`src/rtl/pipeline_scoreboard.sv`:
```
// -----------------------------------------------------------------------------
// pipeline_scoreboard
//   Issue-stage scoreboard for an in-order pipeline. It tracks in-flight
//   register writers across NUM_STAGES post-issue stages. For the instruction
//   in ID it decides whether that instruction must stall on a load-use hazard.
//   It also pre-computes, and registers, the EX forwarding select for each
//   source operand, so EX needs no address comparators of its own.
//
// Parameters
//   REG_ADDR_W      register address width
//   NUM_STAGES      post-issue stages holding writers (1 = EX ... NUM_STAGES =
//                   last stage before the register-file write), legal 2..8
//   LOAD_FWD_STAGE  lowest stage a load result can be forwarded from,
//                   legal 2..NUM_STAGES
//   FWD_SEL_W       forward-select width
//
// Ports
//   clk, rst            clock, synchronous active-high reset
//   issue_valid_i       ID holds an instruction requesting issue
//   issue_rs_i/_used_i  source A address / source A is read
//   issue_rt_i/_used_i  source B address / source B is read
//   issue_dest_i        destination address
//   issue_regwrite_i    instruction writes a register
//   issue_load_i        instruction is a load
//   flush_i             kill the ID instruction (taken branch)
//   stall_o             hold PC and IF/ID, bubble into ID/EX (combinational)
//   issue_fire_o        instruction accepted this cycle (combinational)
//   fwd_rs_o / fwd_rt_o EX select, 0 = register file, k = stage k (registered)
//   busy_o              busy_o[k-1] is set when stage k holds a valid writer
//
// Build option
//   SB_NO_FWD_EN  disables forwarding. Any consumer of an in-flight writer
//                 stalls until that writer reaches stage NUM_STAGES, where
//                 the write-through register file supplies the value.
// -----------------------------------------------------------------------------
module pipeline_scoreboard #(
    parameter int unsigned REG_ADDR_W     = 5,
    parameter int unsigned NUM_STAGES     = 3,
    parameter int unsigned LOAD_FWD_STAGE = 3,
    parameter int unsigned FWD_SEL_W      = $clog2(NUM_STAGES + 1)
) (
    input  logic                  clk,
    input  logic                  rst,
    input  logic                  issue_valid_i,
    input  logic [REG_ADDR_W-1:0] issue_rs_i,
    input  logic [REG_ADDR_W-1:0] issue_rt_i,
    input  logic                  issue_rs_used_i,
    input  logic                  issue_rt_used_i,
    input  logic [REG_ADDR_W-1:0] issue_dest_i,
    input  logic                  issue_regwrite_i,
    input  logic                  issue_load_i,
    input  logic                  flush_i,
    output logic                  stall_o,
    output logic                  issue_fire_o,
    output logic [FWD_SEL_W-1:0]  fwd_rs_o,
    output logic [FWD_SEL_W-1:0]  fwd_rt_o,
    output logic [NUM_STAGES-1:0] busy_o
);

    localparam int NS  = int'(NUM_STAGES);
    localparam int LFS = int'(LOAD_FWD_STAGE);

    // Elaboration-time legality checks on the configuration.
    if (NUM_STAGES < 2 || NUM_STAGES > 8) begin : g_bad_num_stages
        $error("pipeline_scoreboard: NUM_STAGES must be 2..8");
    end
    if (LOAD_FWD_STAGE < 2 || LOAD_FWD_STAGE > NUM_STAGES) begin : g_bad_load_fwd
        $error("pipeline_scoreboard: LOAD_FWD_STAGE must be 2..NUM_STAGES");
    end

    // Writer shift register. Array index i holds pipeline stage i+1.
    logic [NUM_STAGES-1:0] r_v;
    logic [REG_ADDR_W-1:0] r_dest [NUM_STAGES];
    logic [NUM_STAGES-1:0] r_load;
    logic [FWD_SEL_W-1:0]  r_fwd_rs;
    logic [FWD_SEL_W-1:0]  r_fwd_rt;

    // Youngest matching stage per source, 1-based; 0 means no match.
    int                    w_rs_j;
    int                    w_rt_j;
    logic                  w_rs_ld;
    logic                  w_rt_ld;
    logic                  w_rs_haz;
    logic                  w_rt_haz;
    logic [FWD_SEL_W-1:0]  w_rs_sel;
    logic [FWD_SEL_W-1:0]  w_rt_sel;
    logic                  w_req;
    logic                  w_ins_v;

    // Find the youngest in-flight writer of each source. The loop scans from
    // old to young, so a younger match overwrites an older one. Only entries
    // already in flight take part, so an instruction that reads its own
    // destination register never matches itself.
    always_comb begin : src_match
        w_rs_j  = 0;
        w_rt_j  = 0;
        w_rs_ld = 1'b0;
        w_rt_ld = 1'b0;
        for (int i = NS - 1; i >= 0; i--) begin
            if (issue_rs_used_i && issue_rs_i != '0 &&
                r_v[i] && r_dest[i] == issue_rs_i) begin
                w_rs_j  = i + 1;
                w_rs_ld = r_load[i];
            end
            if (issue_rt_used_i && issue_rt_i != '0 &&
                r_v[i] && r_dest[i] == issue_rt_i) begin
                w_rt_j  = i + 1;
                w_rt_ld = r_load[i];
            end
        end
    end

`ifdef SB_NO_FWD_EN
    // A producer can only be read once it sits in the last stage, where the
    // register file write is visible to the ID read in the same cycle.
    logic w_unused_ld;
    assign w_unused_ld = w_rs_ld | w_rt_ld;

    always_comb begin : hazard_nofwd
        w_rs_haz = (w_rs_j != 0) && (w_rs_j < NS);
        w_rt_haz = (w_rt_j != 0) && (w_rt_j < NS);
        w_rs_sel = '0;
        w_rt_sel = '0;
    end
`else
    // By the time the consumer reaches EX, the producer found at stage j has
    // moved on to stage j+1. A producer already in the last stage is covered
    // by the write-through register file, so it needs no forward. A load
    // result does not exist before LOAD_FWD_STAGE, so the consumer waits.
    always_comb begin : hazard_fwd
        w_rs_haz = w_rs_ld && (w_rs_j != 0) && (w_rs_j + 1 < LFS);
        w_rt_haz = w_rt_ld && (w_rt_j != 0) && (w_rt_j + 1 < LFS);
        w_rs_sel = '0;
        w_rt_sel = '0;
        if (w_rs_j != 0 && w_rs_j + 1 <= NS) begin
            w_rs_sel = FWD_SEL_W'(w_rs_j + 1);
        end
        if (w_rt_j != 0 && w_rt_j + 1 <= NS) begin
            w_rt_sel = FWD_SEL_W'(w_rt_j + 1);
        end
    end
`endif

    // Issue decision. A flush kills the ID instruction, so it also drops any
    // stall that instruction would have caused.
    assign w_req        = issue_valid_i & ~flush_i;
    assign stall_o      = w_req & (w_rs_haz | w_rt_haz);
    assign issue_fire_o = w_req & ~(w_rs_haz | w_rt_haz);
    assign w_ins_v      = issue_fire_o & issue_regwrite_i & (issue_dest_i != '0);

    // Advance the writer pipeline and register the EX forward selects.
    always_ff @(posedge clk) begin : seq
        if (rst) begin
            r_v      <= '0;
            r_load   <= '0;
            r_fwd_rs <= '0;
            r_fwd_rt <= '0;
            for (int k = 0; k < NS; k++) begin
                r_dest[k] <= '0;
            end
        end else begin
            for (int k = NS - 1; k >= 1; k--) begin
                r_v[k]    <= r_v[k-1];
                r_dest[k] <= r_dest[k-1];
                r_load[k] <= r_load[k-1];
            end
            r_v[0]    <= w_ins_v;
            r_dest[0] <= issue_dest_i;
            r_load[0] <= issue_load_i & w_ins_v;
            r_fwd_rs  <= issue_fire_o ? w_rs_sel : '0;
            r_fwd_rt  <= issue_fire_o ? w_rt_sel : '0;
        end
    end

    assign fwd_rs_o = r_fwd_rs;
    assign fwd_rt_o = r_fwd_rt;
    assign busy_o   = r_v;

endmodule

```
`config.mk`:
```
export PLATFORM = sky130hd
export DESIGN_NAME = pipeline_scoreboard
export DESIGN_NICKNAME = d
export VERILOG_FILES = /design/src/rtl/pipeline_scoreboard.sv
export SDC_FILE = /design/constraint.sdc
export NUM_CORES = 1
export LEC_CHECK = 0
export ABC_AREA = 0
export BUFFER_PORTS_ARGS = -buffer_cell sky130_fd_sc_hd__buf_4
export CAP_MARGIN = 20
export CORE_ASPECT_RATIO = 0.7
export CORE_MARGIN = 8
export CORE_UTILIZATION = 45
export CTS_BUF_LIST = sky130_fd_sc_hd__clkbuf_4 sky130_fd_sc_hd__clkbuf_8 sky130_fd_sc_hd__clkbuf_16
export DETAILED_ROUTE_END_ITERATION = 10
export GPL_TIMING_DRIVEN = 1
export PLACE_DENSITY = 0.74
export SETUP_SLACK_MARGIN = 0.02
export SYNTH_ARGS = -nofsm -noshare
export SYNTH_HDL_FRONTEND = slang
export SYNTH_SLANG_ARGS = --single-unit
```
`constraint.sdc`:
```
create_clock -name clk -period 2.35 [get_ports clk]
set_clock_uncertainty 0.05 [all_clocks]
set_input_delay 0.1175 -clock clk [delete_from_list [all_inputs] [get_ports clk]]
set_output_delay 0.1175 -clock clk [all_outputs]
set_load 0.02 [all_outputs]
```
==> results of run 1 <==
[per-stage QoR]
step	power, mW	worst slack, ns	area [sq um]	hold WS, ns
finish	0.608	0.286	1180	0.0283
global route	0.642	0.136	1180	0.0175
CTS	0.614	0.140	1170	0.0213
detailed placement	0.423	0.505	1100	0.295
global placement	0.421	0.562	1100	0.290
floorplan	0.373	0.547	841	0.139
[flip-flops by register name (all words and copies together) (netlist names)]
register	flops
fwd_rs_o	2
r_dest	10
busy_o	3
r_load	1
fwd_rt_o	2
[Yosys cell counts (2+ instances only)]
| cell | count | area share (%) |
|---|---|---|
| or3_1 | 3 | 2.2 |
| xor2_1 | 8 | 8.3 |
| dfxtp_1 | 18 | 43 |
| nor2b_1 | 12 | 8.9 |
| and3_1 | 2 | 1.5 |
| nor4_1 | 5 | 3.7 |
| or4_1 | 2 | 1.8 |
| xnor2_1 | 12 | 12 |
| nand4_1 | 2 | 1.5 |
| o21ai_0 | 2 | 1.2 |
| nand2_1 | 3 | 1.3 |
| nor2_1 | 2 | 0.89 |
| o21ai_2 | 2 | 2.1 |
[tightest hold or removal path, cell delays in order]
cell and delay [ns]:
buf_4 0.11, nand2_1 0.06, nor4_2 0.04
[layer usage]
metal	share of wire [%]	wire length [um]	vias to the layer above	global-route usage, %
met5	0	0	-	0
li1	-	-	368	-
met4	2.7	55	0	6.92
met1	45	935	321	15.5
met3	9.6	198	8	6.42
met2	43	883	32	17.6
[how the worst max path moves through the flow]
stage	start	end	cells after the start
after global routing	r_dest[0][0]$_SDFF_PP0_	stall_o	6
after CTS	r_dest[0][0]$_SDFF_PP0_	stall_o	6
final	r_dest[0][0]$_SDFF_PP0_	stall_o	6
after floorplan	issue_rt_i[3]	issue_fire_o	5
after global placement	issue_rs_i[0]	issue_fire_o	7
after detailed placement	issue_rt_i[3]	issue_fire_o	7
[final cells by class]
class / instances / area (sq um) / area share [%]
tap: 22 / 27.5 / 2.33
sequential: 18 / 360 / 30.5
inverter: 1 / 3.75 / 0.318
timing repair buffer: 35 / 273 / 23.1
clock buffer: 4 / 36.3 / 3.08
multi-input combinational: 64 / 479 / 40.6
[power by group through the flow]
stage / clock network (mW) / logic (mW) / registers, mW
2_1_floorplan: 0 / 0.0437 / 0.329
3_3_place_gp: 0 / 0.0896 / 0.331
3_5_place_dp: 0 / 0.0915 / 0.331
4_1_cts: 0.192 / 0.0982 / 0.324
5_1_grt: 0.210 / 0.107 / 0.326
6_report: 0.185 / 0.0984 / 0.324
[cells in the final DEF, fill, tap and decap left out, drive strengths merged]
master and count:
nor2 2, clkbuf 4, buf 31, a21oi 1, xor2 8, dfxtp 18
and3b 1, o21ai 4, inv 1, nor4b 1, nand2 3, or3b 1
a2111oi 1, nor3b 1, nor4 6, and3 2, or4 3, nor2b 12
xnor2 12, or3 3, dlygate4sd3 4, or2 1, nand4 2
[cells by family after synthesis]
kind of cell	synth area share, %
and+or+nand+nor	30.5
AOI/OAI and AO/OA	4.91
xor gates and xnor gates	20.8
DFF	42.9
buffers and inverters	0.892
[what timing repair did]
| action | CTS | global route |
|---|---|---|
| hold buffers | 4 | 0 |
| endpoints found under the setup margin | 0 | 1 |
| resized for setup | 0 | 1 |
| hold endpoints to repair | 4 | 0 |
==> flow_summary.html, run 1 <==
<table>
<tr><th>Metric</th><th>Value</th></tr>
<tr><th colspan="2">Worst setup path</th></tr>
<tr><td>Start of the worst register-to-register path</td><td>r_dest[0][2]$_SDFF_PP0_</td></tr>
<tr><td>Cell with the largest stage delay on the worst path</td><td>dfxtp_1</td></tr>
<tr><td>Startpoint types</td><td>register</td></tr>
<tr><td>WP data required</td><td>2.18 ns</td></tr>
<tr><td>Endpoint arrival time on the critical path</td><td>1.90 ns</td></tr>
<tr><td>Worst Path Max Fanout</td><td>4</td></tr>
<tr><td>FF-to-FF path depth</td><td>4</td></tr>
<tr><td>Worst Path Buf+Inv</td><td>1</td></tr>
<tr><td>Reg-to-Reg End</td><td>fwd_rt_o[1]$_SDFF_PP0_</td></tr>
<tr><td>Worst stage delay on the critical path</td><td>0.41 ns</td></tr>
<tr><td>Worst reg-to-reg setup slack</td><td>0.67 ns</td></tr>
<tr><td>Kind of end point of the critical path</td><td>primary output</td></tr>
<tr><td>Worst path top cell family by delay</td><td>simple AND/OR/NAND/NOR gates</td></tr>
<tr><td>Worst path cell trace</td><td>xnor2_1 &gt; nand4_1 &gt; nor4_2 &gt; or2_4 &gt; and3b_1 &gt; buf_4</td></tr>
<tr><td>Crit Path Class</td><td>register to primary output</td></tr>
<tr><th colspan="2">Placement</th></tr>
<tr><td>Cell count after placement</td><td>approximately 140</td></tr>
<tr><td>Gpl congestion</td><td>0.876</td></tr>
<tr><td>Detailed placer's ending HPWL</td><td>1.59 mm</td></tr>
<tr><td>Port-buffer cells</td><td>31</td></tr>
<tr><th colspan="2">CTS</th></tr>
<tr><td>Maximum buffer depth of the clock tree</td><td>2</td></tr>
<tr><td>Skew-Pair Late Insertion Delay</td><td>0.28 ns</td></tr>
<tr><td>Root buf cell</td><td>clkbuf_4</td></tr>
<tr><td>Post-CTS setup repair buffer count</td><td>0</td></tr>
<tr><td>CTS tree</td><td>yes</td></tr>
<tr><td>Clock transition at the register clock pins on the worst setup and hold paths after CTS</td><td>0.09 ns</td></tr>
<tr><td>Maximum level of the CTS H-tree</td><td>1</td></tr>
<tr><td>Number of CTS-inserted buffers</td><td>3</td></tr>
<tr><td>Count of clock tree sinks</td><td>18</td></tr>
<tr><th colspan="2">Global route</th></tr>
<tr><td>Initial antenna violation count</td><td>0</td></tr>
<tr><td>Overall fraction of global-route tracks in use</td><td>between 10 and 15%</td></tr>
<tr><td>Via count of the first global-routing pass</td><td>about 730</td></tr>
<tr><td>Total grt overflow</td><td>0</td></tr>
<tr><td>Global-route wire length before repair</td><td>3.37 mm</td></tr>
<tr><td>Pin count of the biggest net entering global routing</td><td>14</td></tr>
<tr><th colspan="2">STA</th></tr>
<tr><td>Tightest Pin Transition</td><td>0.394 ns</td></tr>
<tr><td>Max transition margin</td><td>73.1%</td></tr>
<tr><td>RSZ-0062 raised after global routing</td><td>no</td></tr>
<tr><td>Max Clk Rate</td><td>484 MHz</td></tr>
<tr><td>Final hold violations</td><td>0</td></tr>
<tr><td>Pins over their slew limit</td><td>0</td></tr>
<tr><td>Final-layout setup total negative slack</td><td>0 ns</td></tr>
<tr><td>Total of endpoints with negative setup slack in the final report</td><td>0</td></tr>
<tr><td>Share of the cycle needed by the critical path after routing</td><td>87.8%</td></tr>
<tr><td>Post-layout min period</td><td>2.06 ns</td></tr>
<tr><th colspan="2">Worst hold path</th></tr>
<tr><td>Hold Crit Endpoint</td><td>r_load[0]$_SDFF_PP0_</td></tr>
<tr><td>Path class of the lowest-slack min-delay path</td><td>input pin to register</td></tr>
<tr><td>Number of cells traversed by the worst hold path</td><td>3</td></tr>
<tr><td>Beginning of the worst hold path</td><td>issue_regwrite_i</td></tr>
<tr><th colspan="2">Job</th></tr>
<tr><td>Number of maximum-capacitance violations</td><td>0</td></tr>
<tr><th colspan="2">Floorplan</th></tr>
<tr><td>Area of the core</td><td>0.00181 sq mm</td></tr>
<tr><td>Num rows</td><td>13</td></tr>
<tr><td>Chip height</td><td>52.2 um</td></tr>
<tr><td>DIE WIDTH</td><td>67.7 um</td></tr>
<tr><td>Effective utilization at floorplan</td><td>46.6%</td></tr>
<tr><td>Die Outline Area</td><td>approximately 0.0035 sq mm</td></tr>
<tr><td>Number of top-level design ports</td><td>32</td></tr>
<tr><th colspan="2">Detailed routing</th></tr>
<tr><td>Vias post-DR</td><td>729</td></tr>
<tr><td>Detail-routed via count per cell</td><td>5.06</td></tr>
<tr><td>DRC violation count after routing</td><td>0</td></tr>
<tr><td>Wire length per cell</td><td>14.4 um</td></tr>
<tr><td>Final Routed Wirelength</td><td>2.07 mm</td></tr>
<tr><td>Number of optimization iterations in the first detailed-route pass</td><td>4</td></tr>
<tr><td>ANT nets after route</td><td>0</td></tr>
<tr><td>DR iter-0 viols</td><td>between 40 and 50</td></tr>
<tr><th colspan="2">Cells and area</th></tr>
<tr><td>Final standard cell count with taps included and fillers excluded</td><td>approximately 140</td></tr>
<tr><td>Antenna cells</td><td>0</td></tr>
<tr><td>Layout cells sized above 1</td><td>35.2%</td></tr>
<tr><td>Synth-to-layout area growth</td><td>40.3%</td></tr>
<tr><td>Nets</td><td>roughly 150</td></tr>
<tr><td>Share of the core filled with cells</td><td>between 60 and 70%</td></tr>
<tr><td>Fillcell total</td><td>around 160</td></tr>
<tr><th colspan="2">Power</th></tr>
<tr><td>Proportion of power drawn by combinational gates</td><td>16.2%</td></tr>
<tr><td>Power density relative to cell area</td><td>515 mW/mm^2</td></tr>
<tr><td>Worst supply voltage drop on vdd</td><td>0.000316 V</td></tr>
<tr><td>Internal Pwr Total</td><td>467 uW</td></tr>
<tr><td>Net switching component of the power</td><td>141 uW</td></tr>
<tr><td>Switching power share of the total</td><td>23.2%</td></tr>
<tr><td>Part of the power in the clock network</td><td>30.5%</td></tr>
<tr><td>Leakage power</td><td>0.486 nW</td></tr>
<tr><td>Proportion of power drawn by flip-flops and latches</td><td>between 50% and 60%</td></tr>
<tr><th colspan="2">Logic synthesis</th></tr>
<tr><td>Seq/Total Area, Yosys</td><td>a little over two fifths</td></tr>
<tr><td>YS warnings</td><td>0</td></tr>
<tr><td>#FFs+latches synth</td><td>18</td></tr>
<tr><td>Mapped Area</td><td>around 840 sq um</td></tr>
<tr><td>Post-Synthesis Net Count</td><td>107</td></tr>
<tr><td>Gate count of the mapped netlist</td><td>84</td></tr>
<tr><td>Number of unique standard cell types used by synthesis</td><td>24</td></tr>
<tr><td>Average cell area after synthesis</td><td>10.0 sq um</td></tr>
<tr><td>Fraction of registers with async set/reset</td><td>0%</td></tr>
<tr><td>Main flop type after synthesis</td><td>dfxtp_1</td></tr>
<tr><td>Number of enable-type register cells in the synthesized netlist</td><td>0</td></tr>
<tr><th colspan="2">Status</th></tr>
<tr><td>Outcome</td><td>finished, final reports clean</td></tr>
</table>
Note: power is estimated with default switching activity, not from simulation.
==> inputs of run 2 (changes only) <==
--- a/config.mk
+++ b/config.mk
@@ -8,13 +8,12 @@
 export ABC_AREA = 0
 export BUFFER_PORTS_ARGS = -buffer_cell sky130_fd_sc_hd__buf_4
 export CAP_MARGIN = 20
-export CORE_ASPECT_RATIO = 0.7
 export CORE_MARGIN = 8
-export CORE_UTILIZATION = 45
+export CORE_UTILIZATION = 49
 export CTS_BUF_LIST = sky130_fd_sc_hd__clkbuf_4 sky130_fd_sc_hd__clkbuf_8 sky130_fd_sc_hd__clkbuf_16
 export DETAILED_ROUTE_END_ITERATION = 10
 export GPL_TIMING_DRIVEN = 1
-export PLACE_DENSITY = 0.74
+export PLACE_DENSITY = 0.8
 export SETUP_SLACK_MARGIN = 0.02
 export SYNTH_ARGS = -nofsm -noshare
 export SYNTH_HDL_FRONTEND = slang
==> run 2 against run 1 <==
Against the previous run: maximum frequency is 3.6% lower; combinational power hardly changed; largest power group unchanged; clock power is 24% lower.
==> flow_summary.html, run 2 (synthesis gave the netlist of run 1 again) <==
<table>
<tr><th>Metric</th><th>Value</th></tr>
<tr><th colspan="2">Status</th></tr>
<tr><td>Outcome</td><td>finished, final reports clean</td></tr>
<tr><th colspan="2">STA</th></tr>
<tr><td>Share of the cycle needed by the critical path after routing</td><td>91.1% (+3.3 points)</td></tr>
<tr><td>PnR worst setup slack</td><td>0.209 ns (-0.0774 ns)</td></tr>
<tr><td>Post-layout min period</td><td>2.14 ns (+0.0774 ns)</td></tr>
<tr><td>Post-route worst hold slack</td><td>0.0288 ns (+0.000501 ns)</td></tr>
<tr><td>RSZ-0062 raised after global routing</td><td>no</td></tr>
<tr><td>Pins over their slew limit</td><td>0 (unchanged)</td></tr>
<tr><td>Tightest Pin Transition</td><td>0.456 ns (+0.0624 ns)</td></tr>
<tr><td>Max Clk Rate</td><td>467 MHz (-3.6%)</td></tr>
<tr><td>Final-layout setup total negative slack</td><td>0 ns (unchanged)</td></tr>
<tr><td>Final hold violations</td><td>0 (unchanged)</td></tr>
<tr><td>Total of endpoints with negative setup slack in the final report</td><td>0 (unchanged)</td></tr>
<tr><td>Max transition margin</td><td>69.3% (-3.8 points)</td></tr>
<tr><th colspan="2">Worst setup path</th></tr>
<tr><td>Crit Path Class</td><td>register to primary output</td></tr>
<tr><td>Startpoint types</td><td>register</td></tr>
<tr><td>WP data required</td><td>2.18 ns (about the same)</td></tr>
<tr><td>Worst Path Max Fanout</td><td>4 (unchanged)</td></tr>
<tr><td>Worst reg-to-reg setup slack</td><td>0.74 ns (+0.07 ns)</td></tr>
<tr><td>Kind of end point of the critical path</td><td>primary output</td></tr>
<tr><td>Endpoint arrival time on the critical path</td><td>1.97 ns (+0.07 ns)</td></tr>
<tr><th colspan="2">CTS</th></tr>
<tr><td>Post-cts repair resize count</td><td>0 (unchanged)</td></tr>
<tr><td>Hold-fix buffers at CTS</td><td>5 (+1)</td></tr>
<tr><td>Count of clock tree sinks</td><td>18 (unchanged)</td></tr>
<tr><td>Maximum buffer depth of the clock tree</td><td>2 (unchanged)</td></tr>
<tr><td>Number of CTS-inserted buffers</td><td>3 (unchanged)</td></tr>
<tr><td>Skew-Pair Late Insertion Delay</td><td>0.28 ns (about the same)</td></tr>
<tr><td>Root buf cell</td><td>clkbuf_4</td></tr>
<tr><td>CTS tree</td><td>yes</td></tr>
<tr><td>Maximum level of the CTS H-tree</td><td>1 (unchanged)</td></tr>
<tr><td>Clock transition at the register clock pins on the worst setup and hold paths after CTS</td><td>0.09 ns (about the same)</td></tr>
<tr><td>Post-CTS setup repair buffer count</td><td>0 (unchanged)</td></tr>
<tr><th colspan="2">Global route</th></tr>
<tr><td>Global-route wire length before repair</td><td>3.25 mm (-3.5%)</td></tr>
<tr><td>Via count of the first global-routing pass</td><td>769 (+5.9%)</td></tr>
<tr><td>Total grt overflow</td><td>0 (unchanged)</td></tr>
<tr><td>Initial antenna violation count</td><td>0 (unchanged)</td></tr>
<tr><td>Overall fraction of global-route tracks in use</td><td>12.6% (-0.096 points)</td></tr>
<tr><td>Pin count of the biggest net entering global routing</td><td>14 (unchanged)</td></tr>
<tr><th colspan="2">Floorplan</th></tr>
<tr><td>Area of the core</td><td>0.00167 sq mm (-7.5%)</td></tr>
<tr><td>DIE WIDTH</td><td>57.4 um (-15%)</td></tr>
<tr><td>Effective utilization at floorplan</td><td>50.3% (+3.8 points)</td></tr>
<tr><td>Num rows</td><td>15 (+2)</td></tr>
<tr><td>Die Outline Area</td><td>0.00330 sq mm (-6.6%)</td></tr>
<tr><td>Chip height</td><td>57.4 um (+10%)</td></tr>
<tr><td>Number of top-level design ports</td><td>32 (unchanged)</td></tr>
<tr><th colspan="2">Placement</th></tr>
<tr><td>Detailed placer's ending HPWL</td><td>1.61 mm (+0.90%)</td></tr>
<tr><td>Pre-CTS setup slack</td><td>0.509 ns (+0.00406 ns)</td></tr>
<tr><td>Cell count after placement</td><td>131 (-3.7%)</td></tr>
<tr><td>Gpl congestion</td><td>0.798 (-8.9%)</td></tr>
<tr><td>Port-buffer cells</td><td>31 (unchanged)</td></tr>
<tr><th colspan="2">Cells and area</th></tr>
<tr><td>Final standard cell count with taps included and fillers excluded</td><td>139 (-3.5%)</td></tr>
<tr><td>Max FFs per register</td><td>10 (unchanged)</td></tr>
<tr><td>Fillcell total</td><td>126 (-20%)</td></tr>
<tr><td>Nets</td><td>147 (+0.68%)</td></tr>
<tr><td>Reg with most FFs</td><td>r_dest</td></tr>
<tr><td>Antenna cells</td><td>0 (unchanged)</td></tr>
<tr><td>Most frequent cells in the layout</td><td>buf_4 (31), dfxtp_1 (18), xnor2_1 (12), nor2b_1 (12), xor2_1 (8)</td></tr>
<tr><td>Layout cells sized above 1</td><td>33.6% (-1.6 points)</td></tr>
<tr><td>Synth-to-layout area growth</td><td>38.4%</td></tr>
<tr><td>Commonest non-fill, non-tap cell in the layout</td><td>buf_4</td></tr>
<tr><th colspan="2">Power</th></tr>
<tr><td>Leakage power</td><td>0.483 nW (-0.63%)</td></tr>
<tr><td>Worst supply voltage drop on vdd</td><td>0.000316 V (about the same)</td></tr>
<tr><td>Power density relative to cell area</td><td>484 mW/mm^2 (-6.1%)</td></tr>
<tr><th colspan="2">Detailed routing</th></tr>
<tr><td>Wire length per cell</td><td>13.8 um (-3.8%)</td></tr>
<tr><td>DRC violation count after routing</td><td>0 (unchanged)</td></tr>
<tr><td>Final Routed Wirelength</td><td>1.92 mm (-7.2%)</td></tr>
<tr><td>ANT nets after route</td><td>0 (unchanged)</td></tr>
<tr><td>DR iter-0 viols</td><td>14 (-68%)</td></tr>
<tr><td>Number of optimization iterations in the first detailed-route pass</td><td>4 (unchanged)</td></tr>
<tr><td>Detail-routed via count per cell</td><td>5.36 (+5.9%)</td></tr>
<tr><td>Vias post-DR</td><td>745 (+2.2%)</td></tr>
<tr><th colspan="2">Worst hold path</th></tr>
<tr><td>Path class of the lowest-slack min-delay path</td><td>input pin to register</td></tr>
<tr><th colspan="2">Job</th></tr>
<tr><td>Number of maximum-capacitance violations</td><td>0 (unchanged)</td></tr>
</table>
-- run 2: path summary, 6_finish.rpt --
check / start / to / cells after the start
worst max-delay path: r_dest[0][1]$_SDFF_PP0_ / stall_o / 6
worst min-delay path: issue_load_i / r_load[0]$_SDFF_PP0_ / 3
worst min register to register: busy_o[1]$_SDFF_PP0_ / busy_o[2]$_SDFF_PP0_ / 1
worst max register to register: r_dest[0][1]$_SDFF_PP0_ / busy_o[0]$_SDFF_PP0_ / 5
-- run 2: critical path, cell delays in order, from the launching register on --
cell and delay [ns]:
dfxtp_1 0.39, xnor2_1 0.14, nand4_1 0.17, nor4_1 0.46, or2_4 0.24, and3b_1 0.15
buf_4 0.13
-- run 2: report_power, final --
part	leakage, nW	switching [mW]	internal, mW	total [mW]
Combinational	0.322	0.0388	0.0593	0.0981
Sequential	0.147	0.00953	0.314	0.324
Clock	0.0138	0.0820	0.0595	0.141
-- run 2: cell type report --
type                            instances  area (sq um)  share of cell area, %
Multi-Input combinational cell         64           473                   40.6
Timing Repair Buffer                   36           283                   24.3
Inverter                                1          3.75                  0.323
Clock buffer                            3          22.5                   1.94
Tap cell                               17          21.3                   1.83
Sequential cell                        18           360                   31.0
-- run 2: metal layers --
layer	share of wire (%)	routed length, um	GRT usage [%]	vias to the layer above
li1	-	-	-	372
met1	41	797	13.1	342
met2	48	920	20.6	27
met3	8.3	160	5.38	4
met4	2.3	45	7.50	0
met5	0	0	0	-
-- run 2: per-stage QoR --
stage | utilization, % | instance area, sq um | total power, mW
6_report | 69.7 | 1160 | 0.563
5_1_grt | 69.7 | 1160 | 0.592
4_1_cts | 69.7 | 1160 | 0.571
3_5_place_dp | 65.3 | 1090 | 0.422
3_3_place_gp | 65.3 | 1090 | 0.419
2_1_floorplan | - | 841 | 0.373
==> inputs of run 3 (changes only) <==
--- a/config.mk
+++ b/config.mk
@@ -13,8 +13,9 @@
 export CTS_BUF_LIST = sky130_fd_sc_hd__clkbuf_4 sky130_fd_sc_hd__clkbuf_8 sky130_fd_sc_hd__clkbuf_16
 export DETAILED_ROUTE_END_ITERATION = 10
 export GPL_TIMING_DRIVEN = 1
-export PLACE_DENSITY = 0.8
+export PLACE_DENSITY = 0.81
 export SETUP_SLACK_MARGIN = 0.02
 export SYNTH_ARGS = -nofsm -noshare
 export SYNTH_HDL_FRONTEND = slang
 export SYNTH_SLANG_ARGS = --single-unit
+export TNS_END_PERCENT = 20
==> run 3 against run 2 <==
Against the previous run: cell count is 0.72% lower; clock power grew 28%; count of clock-buffer cells in the layout increased by 1; maximum frequency decreased by 1.9%; hold slack worse by 0.018 ns; combinational power decreased by 2.3%; critical path depth did not move; critical path type unchanged; routed wire length rose by 4.0%; core utilization shrank 0.37 points; cell area fell by 0.54%.
==> flow_summary.html, run 3 (synthesis gave the netlist of run 1 again) <==
<table>
<tr><th>Metric</th><th>Value</th></tr>
<tr><th colspan="2">Status</th></tr>
<tr><td>Outcome</td><td>finished, final reports clean</td></tr>
<tr><th colspan="2">Worst setup path</th></tr>
<tr><td>Endpoint arrival time on the critical path</td><td>2.01 ns (+0.04 ns)</td></tr>
<tr><td>Worst Path Buf+Inv</td><td>1 (unchanged)</td></tr>
<tr><td>Worst Path Max Fanout</td><td>4 (unchanged)</td></tr>
<tr><td>Worst path cell trace</td><td>xnor2_1 &gt; nand4_1 &gt; nor4_1 &gt; or2_4 &gt; and3b_1 &gt; buf_4</td></tr>
<tr><td>Cell with the largest stage delay on the worst path</td><td>nor4_1</td></tr>
<tr><td>Startpoint types</td><td>register</td></tr>
<tr><td>Kind of end point of the critical path</td><td>primary output</td></tr>
<tr><td>Crit Path Class</td><td>register to primary output</td></tr>
<tr><td>WP data required</td><td>2.18 ns (about the same)</td></tr>
<tr><td>Worst path top cell family by delay</td><td>simple AND/OR/NAND/NOR gates</td></tr>
<tr><td>Worst stage delay on the critical path</td><td>0.51 ns (+0.05 ns)</td></tr>
<tr><th colspan="2">Power</th></tr>
<tr><td>Part of the power in the clock network</td><td>30.2% (+5.1 points)</td></tr>
<tr><td>Leakage power</td><td>0.482 nW (-0.24%)</td></tr>
<tr><td>Switching power share of the total</td><td>22.6% (-0.57 points)</td></tr>
<tr><td>Worst supply voltage drop on vdd</td><td>0.000335 V (+6.1%)</td></tr>
<tr><td>Proportion of power drawn by combinational gates</td><td>15.9% (-1.5 points)</td></tr>
<tr><td>Power density relative to cell area</td><td>519 mW/mm^2 (+7.3%)</td></tr>
<tr><td>Proportion of power drawn by flip-flops and latches</td><td>53.9% (-3.6 points)</td></tr>
<tr><td>Net switching component of the power</td><td>136 uW (+4.1%)</td></tr>
<tr><td>Internal Pwr Total</td><td>466 uW (+7.5%)</td></tr>
<tr><th colspan="2">Floorplan</th></tr>
<tr><td>Area of the core</td><td>0.00167 sq mm (unchanged)</td></tr>
<tr><td>Chip height</td><td>57.4 um (unchanged)</td></tr>
<tr><td>Die Outline Area</td><td>0.00330 sq mm (unchanged)</td></tr>
<tr><td>DIE WIDTH</td><td>57.4 um (unchanged)</td></tr>
<tr><td>Num rows</td><td>15 (unchanged)</td></tr>
<tr><td>Effective utilization at floorplan</td><td>50.3% (unchanged)</td></tr>
<tr><td>Number of top-level design ports</td><td>32 (unchanged)</td></tr>
<tr><th colspan="2">Global route</th></tr>
<tr><td>Pin count of the biggest net entering global routing</td><td>14 (unchanged)</td></tr>
<tr><td>Initial antenna violation count</td><td>0 (unchanged)</td></tr>
<tr><td>Total grt overflow</td><td>0 (unchanged)</td></tr>
<tr><td>Overall fraction of global-route tracks in use</td><td>12.5% (-0.11 points)</td></tr>
<tr><td>Via count of the first global-routing pass</td><td>743 (-3.4%)</td></tr>
<tr><td>Global-route wire length before repair</td><td>3.29 mm (+1.3%)</td></tr>
<tr><th colspan="2">STA</th></tr>
<tr><td>Max transition margin</td><td>65.3% (-4.0 points)</td></tr>
<tr><td>Total of endpoints with negative setup slack in the final report</td><td>0 (unchanged)</td></tr>
<tr><td>Tightest Pin Transition</td><td>0.515 ns (+0.0588 ns)</td></tr>
<tr><td>RSZ-0062 raised after global routing</td><td>no</td></tr>
<tr><td>Share of the cycle needed by the critical path after routing</td><td>92.8% (+1.7 points)</td></tr>
<tr><td>Final hold violations</td><td>0 (unchanged)</td></tr>
<tr><td>Max Clk Rate</td><td>458 MHz (-1.9%)</td></tr>
<tr><td>PnR worst setup slack</td><td>0.168 ns (-0.0404 ns)</td></tr>
<tr><td>Final-layout setup total negative slack</td><td>0 ns (unchanged)</td></tr>
<tr><td>Post-layout min period</td><td>2.18 ns (+0.0404 ns)</td></tr>
<tr><td>Pins over their slew limit</td><td>0 (unchanged)</td></tr>
<tr><th colspan="2">Placement</th></tr>
<tr><td>Gpl congestion</td><td>0.782 (-2.0%)</td></tr>
<tr><td>Port-buffer cells</td><td>31 (unchanged)</td></tr>
<tr><td>Pre-CTS setup slack</td><td>0.527 ns (+0.0187 ns)</td></tr>
<tr><td>Detailed placer's ending HPWL</td><td>1.64 mm (+2.4%)</td></tr>
<tr><td>Placed Instance Area</td><td>0.00109 sq mm (unchanged)</td></tr>
<tr><th colspan="2">Detailed routing</th></tr>
<tr><td>Detail-routed via count per cell</td><td>5.35 (-0.22%)</td></tr>
<tr><td>Wire length per cell</td><td>14.5 um (+4.8%)</td></tr>
<tr><td>DR iter-0 viols</td><td>9 (-5)</td></tr>
<tr><td>DRC violation count after routing</td><td>0 (unchanged)</td></tr>
<tr><td>Vias post-DR</td><td>738 (-0.94%)</td></tr>
<tr><td>ANT nets after route</td><td>0 (unchanged)</td></tr>
<tr><td>Number of optimization iterations in the first detailed-route pass</td><td>4 (unchanged)</td></tr>
<tr><td>Final Routed Wirelength</td><td>2.00 mm (+4.0%)</td></tr>
<tr><th colspan="2">Cells and area</th></tr>
<tr><td>Layout cells sized above 1</td><td>34.7% (+1.1 points)</td></tr>
<tr><td>Share of the core filled with cells</td><td>69.3% (-0.37 points)</td></tr>
<tr><td>Nets</td><td>145 (-1.4%)</td></tr>
<tr><td>Most frequent cells in the layout</td><td>buf_4 (31), dfxtp_1 (18), xnor2_1 (12), nor2b_1 (12), xor2_1 (8)</td></tr>
<tr><td>Commonest non-fill, non-tap cell in the layout</td><td>buf_4</td></tr>
<tr><td>Antenna cells</td><td>0 (unchanged)</td></tr>
<tr><td>Synth-to-layout area growth</td><td>37.6%</td></tr>
<tr><td>Reg with most FFs</td><td>r_dest</td></tr>
<tr><td>Finished Cell Area</td><td>0.00116 sq mm (-0.54%)</td></tr>
<tr><td>Max FFs per register</td><td>10 (unchanged)</td></tr>
<tr><th colspan="2">CTS</th></tr>
<tr><td>Post-cts repair resize count</td><td>0 (unchanged)</td></tr>
<tr><td>Root buf cell</td><td>clkbuf_4</td></tr>
<tr><td>Maximum level of the CTS H-tree</td><td>1 (unchanged)</td></tr>
<tr><td>Count of clock tree sinks</td><td>18 (unchanged)</td></tr>
<tr><td>Clock transition at the register clock pins on the worst setup and hold paths after CTS</td><td>0.09 ns (about the same)</td></tr>
<tr><td>Maximum buffer depth of the clock tree</td><td>2 (unchanged)</td></tr>
<tr><td>Post-CTS setup repair buffer count</td><td>0 (unchanged)</td></tr>
<tr><td>Number of CTS-inserted buffers</td><td>3 (unchanged)</td></tr>
<tr><td>Skew-Pair Late Insertion Delay</td><td>0.28 ns (about the same)</td></tr>
<tr><td>CTS tree</td><td>yes</td></tr>
<tr><th colspan="2">Worst hold path</th></tr>
<tr><td>Path class of the lowest-slack min-delay path</td><td>input pin to register</td></tr>
<tr><th colspan="2">Job</th></tr>
<tr><td>Number of maximum-capacitance violations</td><td>0 (unchanged)</td></tr>
</table>
## run 3: final cells by class
cell class	instances	area [sq um]
clock buffer	4	36.3
fill	131	513
inverter	1	3.75
multi-input combinational	64	473
sequential	18	360
tap	17	21.3
timing repair buffer	34	263
## run 3: final timing paths
kind                           start                 endpoint  slack, ns  cells past startpoint
max reg2reg  r_dest[0][1]$_SDFF_PP0_     busy_o[0]$_SDFF_PP0_       0.70                      5
min reg2reg     busy_o[1]$_SDFF_PP0_     busy_o[2]$_SDFF_PP0_       0.46                      1
min                  issue_dest_i[3]  r_dest[0][3]$_SDFF_PP0_       0.01                      2
max          r_dest[0][1]$_SDFF_PP0_                  stall_o       0.17                      6
## run 3: stage by stage
stage	power [mW]	std cells	hold WS, ns
2_1_floorplan	0.373	84	0.139
3_3_place_gp	0.419	131	0.289
3_5_place_dp	0.423	131	0.293
4_1_cts	0.607	138	0.000604
5_1_grt	0.628	138	0.000926
6_report	0.601	138	0.0104
## run 3: power groups by stage
stage,logic [mW],registers (mW),clock network (mW)
after detailed placement,0.0919,0.331,0
after floorplan,0.0437,0.329,0
after global routing,0.105,0.325,0.198
after global placement,0.0888,0.330,0
final,0.0958,0.324,0.181
after CTS,0.0961,0.324,0.187
## run 3: timing repair
item | 4_1_cts | 5_1_grt
endpoints found under the hold margin | 3 | 0
setup endpoints to repair | 0 | 0
hold buffers | 3 | 0
## run 3: metal layers
layer	share of wire [%]	wire length, um	vias to the layer above	track usage [%]
met5	0	0	-	0
li1	-	-	371	-
met4	0.70	14	0	3.21
met1	40	806	338	12.1
met2	51	1020	25	22.8
met3	7.9	159	4	6.05
